$ cat config.mk
export PLATFORM = sky130hd
export DESIGN_NAME = tick_period_meter_flat
export DESIGN_NICKNAME = d
export VERILOG_FILES = /design/src/rtl/tick_period_meter_if.sv /design/src/rtl/tick_period_meter.sv /design/src/flat_wrapper.sv
export SDC_FILE = /design/constraint.sdc
export NUM_CORES = 1
export LEC_CHECK = 0
export ABC_AREA = 1
export CORE_MARGIN = 3
export CORE_UTILIZATION = 61
export CTS_BUF_LIST = sky130_fd_sc_hd__clkbuf_2 sky130_fd_sc_hd__clkbuf_4 sky130_fd_sc_hd__clkbuf_8
export DETAILED_ROUTE_END_ITERATION = 12
export GPL_TIMING_DRIVEN = 0
export PLACE_DENSITY = 0.93
export SYNTH_ARGS = -nofsm -noshare
export SYNTH_HDL_FRONTEND = slang
export SYNTH_SLANG_ARGS = --single-unit
$ cat constraint.sdc
create_clock -name clk -period 2.6 [get_ports clk]
set_input_delay 0.52 -clock clk [delete_from_list [all_inputs] [get_ports clk]]
set_output_delay 0.52 -clock clk [all_outputs]
set_load 0.005 [all_outputs]
$ cat src/rtl/tick_period_meter_if.sv
// Tick/result bus of tick_period_meter: tick stream in, single-entry valid/ready result out.
interface tick_period_meter_if #(
  parameter int unsigned WIDTH = 16
);
  logic             tick_in;
  logic [WIDTH-1:0] out_period;
  logic             out_valid;
  logic             out_ready;
  logic             overrun;
  logic             timeout;
  logic             locked;

  modport master (
    output tick_in, out_ready,
    input  out_period, out_valid, overrun, timeout, locked
  );

  modport slave (
    input  tick_in, out_ready,
    output out_period, out_valid, overrun, timeout, locked
  );
endinterface

$ cat src/rtl/tick_period_meter.sv
// Measures cycles between tick events (a tick every N+1 cycles reports N) through a valid/ready register.
// Optional period-lock detector enabled by defining TICK_PERIOD_METER_LOCK_EN.
module tick_period_meter #(
  parameter int unsigned WIDTH       = 16,
  parameter int unsigned SYNC_STAGES = 2,
  parameter int unsigned LOCK_COUNT  = 4
) (
  input  logic                 clk,
  input  logic                 rst,
  tick_period_meter_if.slave   io_meter
);

  if (SYNC_STAGES > 3 || LOCK_COUNT < 2) begin : g_param_check
    $error("tick_period_meter: SYNC_STAGES must be 0..3 and LOCK_COUNT >= 2");
  end

  typedef enum logic {S_IDLE, S_MEAS} state_t;

  state_t           r_state;
  state_t           w_state_nxt;
  logic [WIDTH-1:0] r_count;
  logic [WIDTH-1:0] r_period;
  logic             r_valid;
  logic             r_overrun;
  logic             r_timeout;
  logic             w_ev;
  logic             w_cnt_max;
  logic             w_capture;
  logic             w_cnt_clr;
  logic             w_cnt_inc;
  logic             w_timeout_c;

  // Optional synchronizer; the last stage is the event strobe.
  if (SYNC_STAGES == 0) begin : g_nosync
    assign w_ev = io_meter.tick_in;
  end else begin : g_sync
    logic [SYNC_STAGES-1:0] r_sync;
    always_ff @(posedge clk) begin
      if (rst) begin
        r_sync <= '0;
      end else begin
        r_sync[0] <= io_meter.tick_in;
        for (int i = 1; i < int'(SYNC_STAGES); i++) begin
          r_sync[i] <= r_sync[i-1];
        end
      end
    end
    assign w_ev = r_sync[SYNC_STAGES-1];
  end

  assign w_cnt_max = &r_count;

  always_ff @(posedge clk) begin
    if (rst) r_state <= S_IDLE;
    else     r_state <= w_state_nxt;
  end

  always_comb begin
    w_state_nxt = r_state;
    case (r_state)
      S_IDLE:  if (w_ev) w_state_nxt = S_MEAS;
      S_MEAS:  if (!w_ev && w_cnt_max) w_state_nxt = S_IDLE;
      default: w_state_nxt = S_IDLE;
    endcase
  end

  always_comb begin
    w_capture   = 1'b0;
    w_cnt_clr   = 1'b0;
    w_cnt_inc   = 1'b0;
    w_timeout_c = 1'b0;
    case (r_state)
      S_IDLE: w_cnt_clr = w_ev;
      S_MEAS: begin
        if (w_ev) begin
          w_capture = 1'b1;
          w_cnt_clr = 1'b1;
        end else if (w_cnt_max) begin
          w_timeout_c = 1'b1;
          w_cnt_clr   = 1'b1;
        end else begin
          w_cnt_inc = 1'b1;
        end
      end
      default: w_cnt_clr = 1'b1;
    endcase
  end

  // Counter, status pulses and single-entry result register.
  always_ff @(posedge clk) begin
    if (rst) begin
      r_count   <= '0;
      r_period  <= '0;
      r_valid   <= 1'b0;
      r_overrun <= 1'b0;
      r_timeout <= 1'b0;
    end else begin
      if (w_cnt_clr)      r_count <= '0;
      else if (w_cnt_inc) r_count <= r_count + WIDTH'(1);
      r_timeout <= w_timeout_c;
      r_overrun <= w_capture && r_valid && !io_meter.out_ready;
      if (w_capture && (!r_valid || io_meter.out_ready)) begin
        r_period <= r_count;
        r_valid  <= 1'b1;
      end else if (r_valid && io_meter.out_ready && !w_capture) begin
        r_valid  <= 1'b0;
      end
    end
  end

  assign io_meter.out_period = r_period;
  assign io_meter.out_valid  = r_valid;
  assign io_meter.overrun    = r_overrun;
  assign io_meter.timeout    = r_timeout;

`ifdef TICK_PERIOD_METER_LOCK_EN
  localparam int unsigned RUN_W = $clog2(LOCK_COUNT + 1);

  logic [WIDTH-1:0] r_ref;
  logic [RUN_W-1:0] r_run;
  logic             r_locked;
  logic [RUN_W-1:0] w_run_nxt;

  // Run length of identical captures, saturating at LOCK_COUNT; dropped captures count too.
  always_comb begin
    w_run_nxt = RUN_W'(1);
    if (r_count == r_ref) begin
      w_run_nxt = (r_run == RUN_W'(LOCK_COUNT)) ? r_run : r_run + RUN_W'(1);
    end
  end

  always_ff @(posedge clk) begin
    if (rst) begin
      r_ref    <= '0;
      r_run    <= '0;
      r_locked <= 1'b0;
    end else if (w_capture) begin
      r_ref    <= r_count;
      r_run    <= w_run_nxt;
      r_locked <= (w_run_nxt == RUN_W'(LOCK_COUNT));
    end else if (w_timeout_c) begin
      r_locked <= 1'b0;
    end
  end

  assign io_meter.locked = r_locked;
`else
  assign io_meter.locked = 1'b0;
`endif

endmodule

$ cat src/flat_wrapper.sv
// flat-port wrapper written by rule: the top's interface ports become plain ports
module tick_period_meter_flat 
#(
  parameter int unsigned WIDTH       = 16,
  parameter int unsigned SYNC_STAGES = 2,
  parameter int unsigned LOCK_COUNT  = 4
)
  (clk, rst, io_meter_tick_in, io_meter_out_ready, io_meter_out_period, io_meter_out_valid, io_meter_overrun, io_meter_timeout, io_meter_locked);
  tick_period_meter_if #(.WIDTH(WIDTH)) io_meter_i ();
  input  logic clk;
  input  logic rst;
  input wire logic [$bits(io_meter_i.tick_in)-1:0] io_meter_tick_in;
  input wire logic [$bits(io_meter_i.out_ready)-1:0] io_meter_out_ready;
  output wire logic [$bits(io_meter_i.out_period)-1:0] io_meter_out_period;
  output wire logic [$bits(io_meter_i.out_valid)-1:0] io_meter_out_valid;
  output wire logic [$bits(io_meter_i.overrun)-1:0] io_meter_overrun;
  output wire logic [$bits(io_meter_i.timeout)-1:0] io_meter_timeout;
  output wire logic [$bits(io_meter_i.locked)-1:0] io_meter_locked;
  assign io_meter_i.tick_in = io_meter_tick_in;
  assign io_meter_i.out_ready = io_meter_out_ready;
  assign io_meter_out_period = io_meter_i.out_period;
  assign io_meter_out_valid = io_meter_i.out_valid;
  assign io_meter_overrun = io_meter_i.overrun;
  assign io_meter_timeout = io_meter_i.timeout;
  assign io_meter_locked = io_meter_i.locked;
  tick_period_meter #(.WIDTH(WIDTH), .SYNC_STAGES(SYNC_STAGES), .LOCK_COUNT(LOCK_COUNT)) u_core (.clk(clk), .rst(rst), .io_meter(io_meter_i));
endmodule
==> metrics.log <==
[metrics] setup repair bufs after CTS: 0
[metrics] number of vias per cell after detailed routing: 5.380
[metrics] starting density of the core: 66.29%
[metrics] Period Utilization, post-route: 72.30%
[metrics] level count of the clock H-tree: 2
[metrics] GRT Resource Usage Total: 26.13%
[metrics] number of hold-slack violations in the final timing report: 0
[metrics] count of different cell masters after synthesis: 29
[metrics] Reg clk slew, reported paths: 120 ps
[metrics] total number of yosys warnings: 0
[metrics] Fin Setup TNS: 0 ps
[metrics] Routed Antenna Nets: 0
[metrics] synthesized area: 1907 sq um
[metrics] cell at the slowest stage of the critical path: clkdlybuf4s50_1
[metrics] logic depth of the worst register-to-register path: 9
[metrics] critical path class: flop to primary output
[metrics] synthesis-to-finish area growth: 17.65%
[metrics] die width: 61.91 um
[metrics] number of top-level pins: 24
[metrics] critical path cell sequence: clkdlybuf4s50_1
[metrics] hold path endpoint: u_core.g_sync.r_sync[1]
[metrics] leakage dissipation: 0.8812 nW
[metrics] chip height: 61.91 um
[metrics] critical register-to-register path endpoint: u_core.r_count[3]
[metrics] hold-fix buffers at CTS: 0
[metrics] fraction of the yosys area taken by sequential cells: 39.90%
[metrics] CP Data Required Time: 2080 ps
[metrics] overall power of the completed layout: 0.001000 W
[metrics] via count of the first global-routing pass: 1586
[metrics] final RePlAce weighted congestion: 0.8526
[metrics] startpoint of the most critical register-to-register path: u_core.r_count[0]
[metrics] peak supply drop: 0.0004395 V
[metrics] TritonCTS clock tree: yes
[metrics] Fin Clk Skew: 8.831 ps
[metrics] Critical Path Sink Type: primary output
[metrics] ratio of cells with drive above 1 in the final layout: 17.61%
[metrics] cell taking the most area after synthesis: dfxtp_1
[metrics] drt initial violations: 90
[metrics] WHS Path Cells: 2
[metrics] Worst Path Arrival: 1360 ps
[metrics] achievable frequency: 531.9 MHz
[metrics] synthesized netlist net count: 259
[metrics] Skew-Pair Late Insertion Delay: 360 ps
[metrics] clock sink count: 38
[metrics] WP depth: 1
[metrics] cts bufs inserted: 5
[metrics] floorplan die area: 3833 sq um
[metrics] number of buffers between clock root and the deepest sink: 2
[metrics] hpwl dp: 3.233 mm
[metrics] Core Footprint: 2877 sq um
[metrics] crit path max fanout: 2
[metrics] count of mapped cells out of synthesis: 254
[metrics] Final Max Slew Viols: 0
[metrics] areal power density over the cells: 445.7 nW/um^2
[metrics] largest net degree at the start of global routing: 13
[metrics] top_reg_cell synth: dfxtp_1
[metrics] number of synthesized flops with an enable pin: 0
[metrics] Core Rows: 19
[metrics] Seq. cell area: 760.7 sq um
[metrics] number of antenna violations at the first check in global routing: 0
[metrics] total gr overflow: 0
[metrics] net count reported at finish: 288
[metrics] cell chosen for the clock root: clkbuf_4
[metrics] Finish-stage setup viols: 0
[metrics] leading cell types by total area after synthesis: dfxtp_1, nand2_1, nor2_1
[metrics] Worst R2R Setup Slack: 790 ps
[metrics] number of buffer cells added on primary ports: 22
[metrics] WP buf/inv: 1
[metrics] number of fillers in the final layout: 203
[metrics] hold crit path type: flop to flop
[metrics] post-DR wirelength/cell: 13.31 um
[metrics] routed via count: 1754
[metrics] count of max-cap constraint violations: 0
[metrics] Largest stage delay, worst path: 590 ps
[metrics] CP top delay family: buffers and inverters
[metrics] # DRC: 0
[metrics] element type at the critical path start: flop
[metrics] first-pass GRT wire length: 7.155 mm
[metrics] Syn Area/Cell: 7.507 sq um
[metrics] RSZ-0062 raised after global routing: no
[metrics] share of the synthesized area in the top cell type: 39.90%
[metrics] number of diodes: 0
[metrics] Multi-input gate area: 964.7 sq um
[metrics] post-cts sizing count: 0
[metrics] proportion of register bits with asynchronous set or reset after synthesis: 0%
[metrics] Final min period: 1880 ps
[metrics] drt total wl: 4.339 mm
[metrics] iteration count of the initial detailed-routing pass: 5
[metrics] status: complete, no violations
[metrics] total of flip-flops plus latches after synthesis: 38
[metrics] start point of the worst min-delay path: u_core.g_sync.r_sync[0]
where the power goes:
group	leakage [nW]	internal (W)	switching, W
combinational	0.540	0.0000300	0.0000361
sequential	0.307	0.000589	0.00000715
clock	0.0343	0.000130	0.000208
total	0.881	0.000749	0.000251
stage by stage:
| step | setup WS, ps | utilization, % | instance area, sq um | hold WS, ps | instances |
|---|---|---|---|---|---|
| after floorplan | 1038 | - | 1907 | 388.3 | 254 |
| after global placement | 669.8 | 75.77 | 2180 | 389.0 | 318 |
| after detailed placement | 616.4 | 75.77 | 2180 | 409.6 | 318 |
| after CTS | 745.5 | 77.99 | 2243 | 426.1 | 326 |
| after global routing | 685.3 | 77.99 | 2243 | 443.1 | 326 |
| final | 720.1 | 77.99 | 2243 | 423.6 | 326 |
registers in the layout, indices dropped and copies added, names as in the netlist:
register                    flops
u_core.r_state                  1
u_core.g_sync.r_sync            2
u_core.io_meter.timeout         1
u_core.io_meter.out_period     16
u_core.io_meter.overrun         1
u_core.r_count                 16
u_core.io_meter.out_valid       1
layer usage:
metal	global-route usage (%)	wire [um]	share of wire [%]
met4	12.42	150	3.5
met2	40.06	1951	45
met5	0	0	0
met3	9.298	334	7.7
met1	32.74	1901	44
cell families (layout without fill, tap and decap cells):
kind of cell / Yosys count / after routing / synth area share (%)
AO/OA/AOI/OAI: 44 / 44 / 15.03
XOR/XNOR: 4 / 4 / 1.837
adder cells (fa/ha/maj): 1 / 1 / 0.6561
buffers and inverters: 34 / 64 / 9.514
flip-flops: 38 / 38 / 39.90
other: 1 / 1 / 0.1967
AND/OR/NAND/NOR: 132 / 132 / 32.87
synthesized netlist by cell type, types with 2 or more instances:
cell      number
inv_1         23
nand2_2        8
nand3b_1       2
dfxtp_1       38
nand2_1       61
inv_2          3
xor2_1         4
nor2_1        30
nand2_4        3
a21oi_1       15
nor2_4         3
a21oi_2       11
buf_12         2
nand4_1        3
buf_4          2
o21ai_0       16
nand3_1       15
nor2_2         4
layout make-up:
class,count,share of cell area [%]
inverters,27,4.741
clock inverters,2,0.5577
clock buffers,6,2.287
well taps,42,2.342
multi-input cells,182,43.00
repair buffers,22,9.816
flip-flops and latches,38,33.91
plain buffers,7,3.346
worst max path at each step:
stage	from	to	slack, ps
6_report	u_core.io_meter.out_period[10]	io_meter_out_period[10]	720
5_1_grt	u_core.r_count[0]	u_core.r_count[4]	690
4_1_cts	u_core.io_meter.out_period[10]	io_meter_out_period[10]	750
3_5_place_dp	rst	u_core.r_count[11]	620
3_3_place_gp	rst	u_core.r_count[3]	670
2_1_floorplan	u_core.r_count[0]	u_core.r_count[8]	1040
layout by cell type, fill, tap and decap left out, types with 3 or more instances in the layout:
cell type and instances:
a21oi_1 15, xor2_1 4, clkbuf_4 5, clkdlybuf4s50_1 22, nand3_1 15, a21oi_2 11, nand2_1 61, nand2_2 8
nor2_1 30, inv_2 3, nand4_1 3, nand2_4 3, dfxtp_1 38, o21ai_0 16, inv_1 23, nor2_4 3
nor2_2 4
Power figures use the tool's default switching activity.
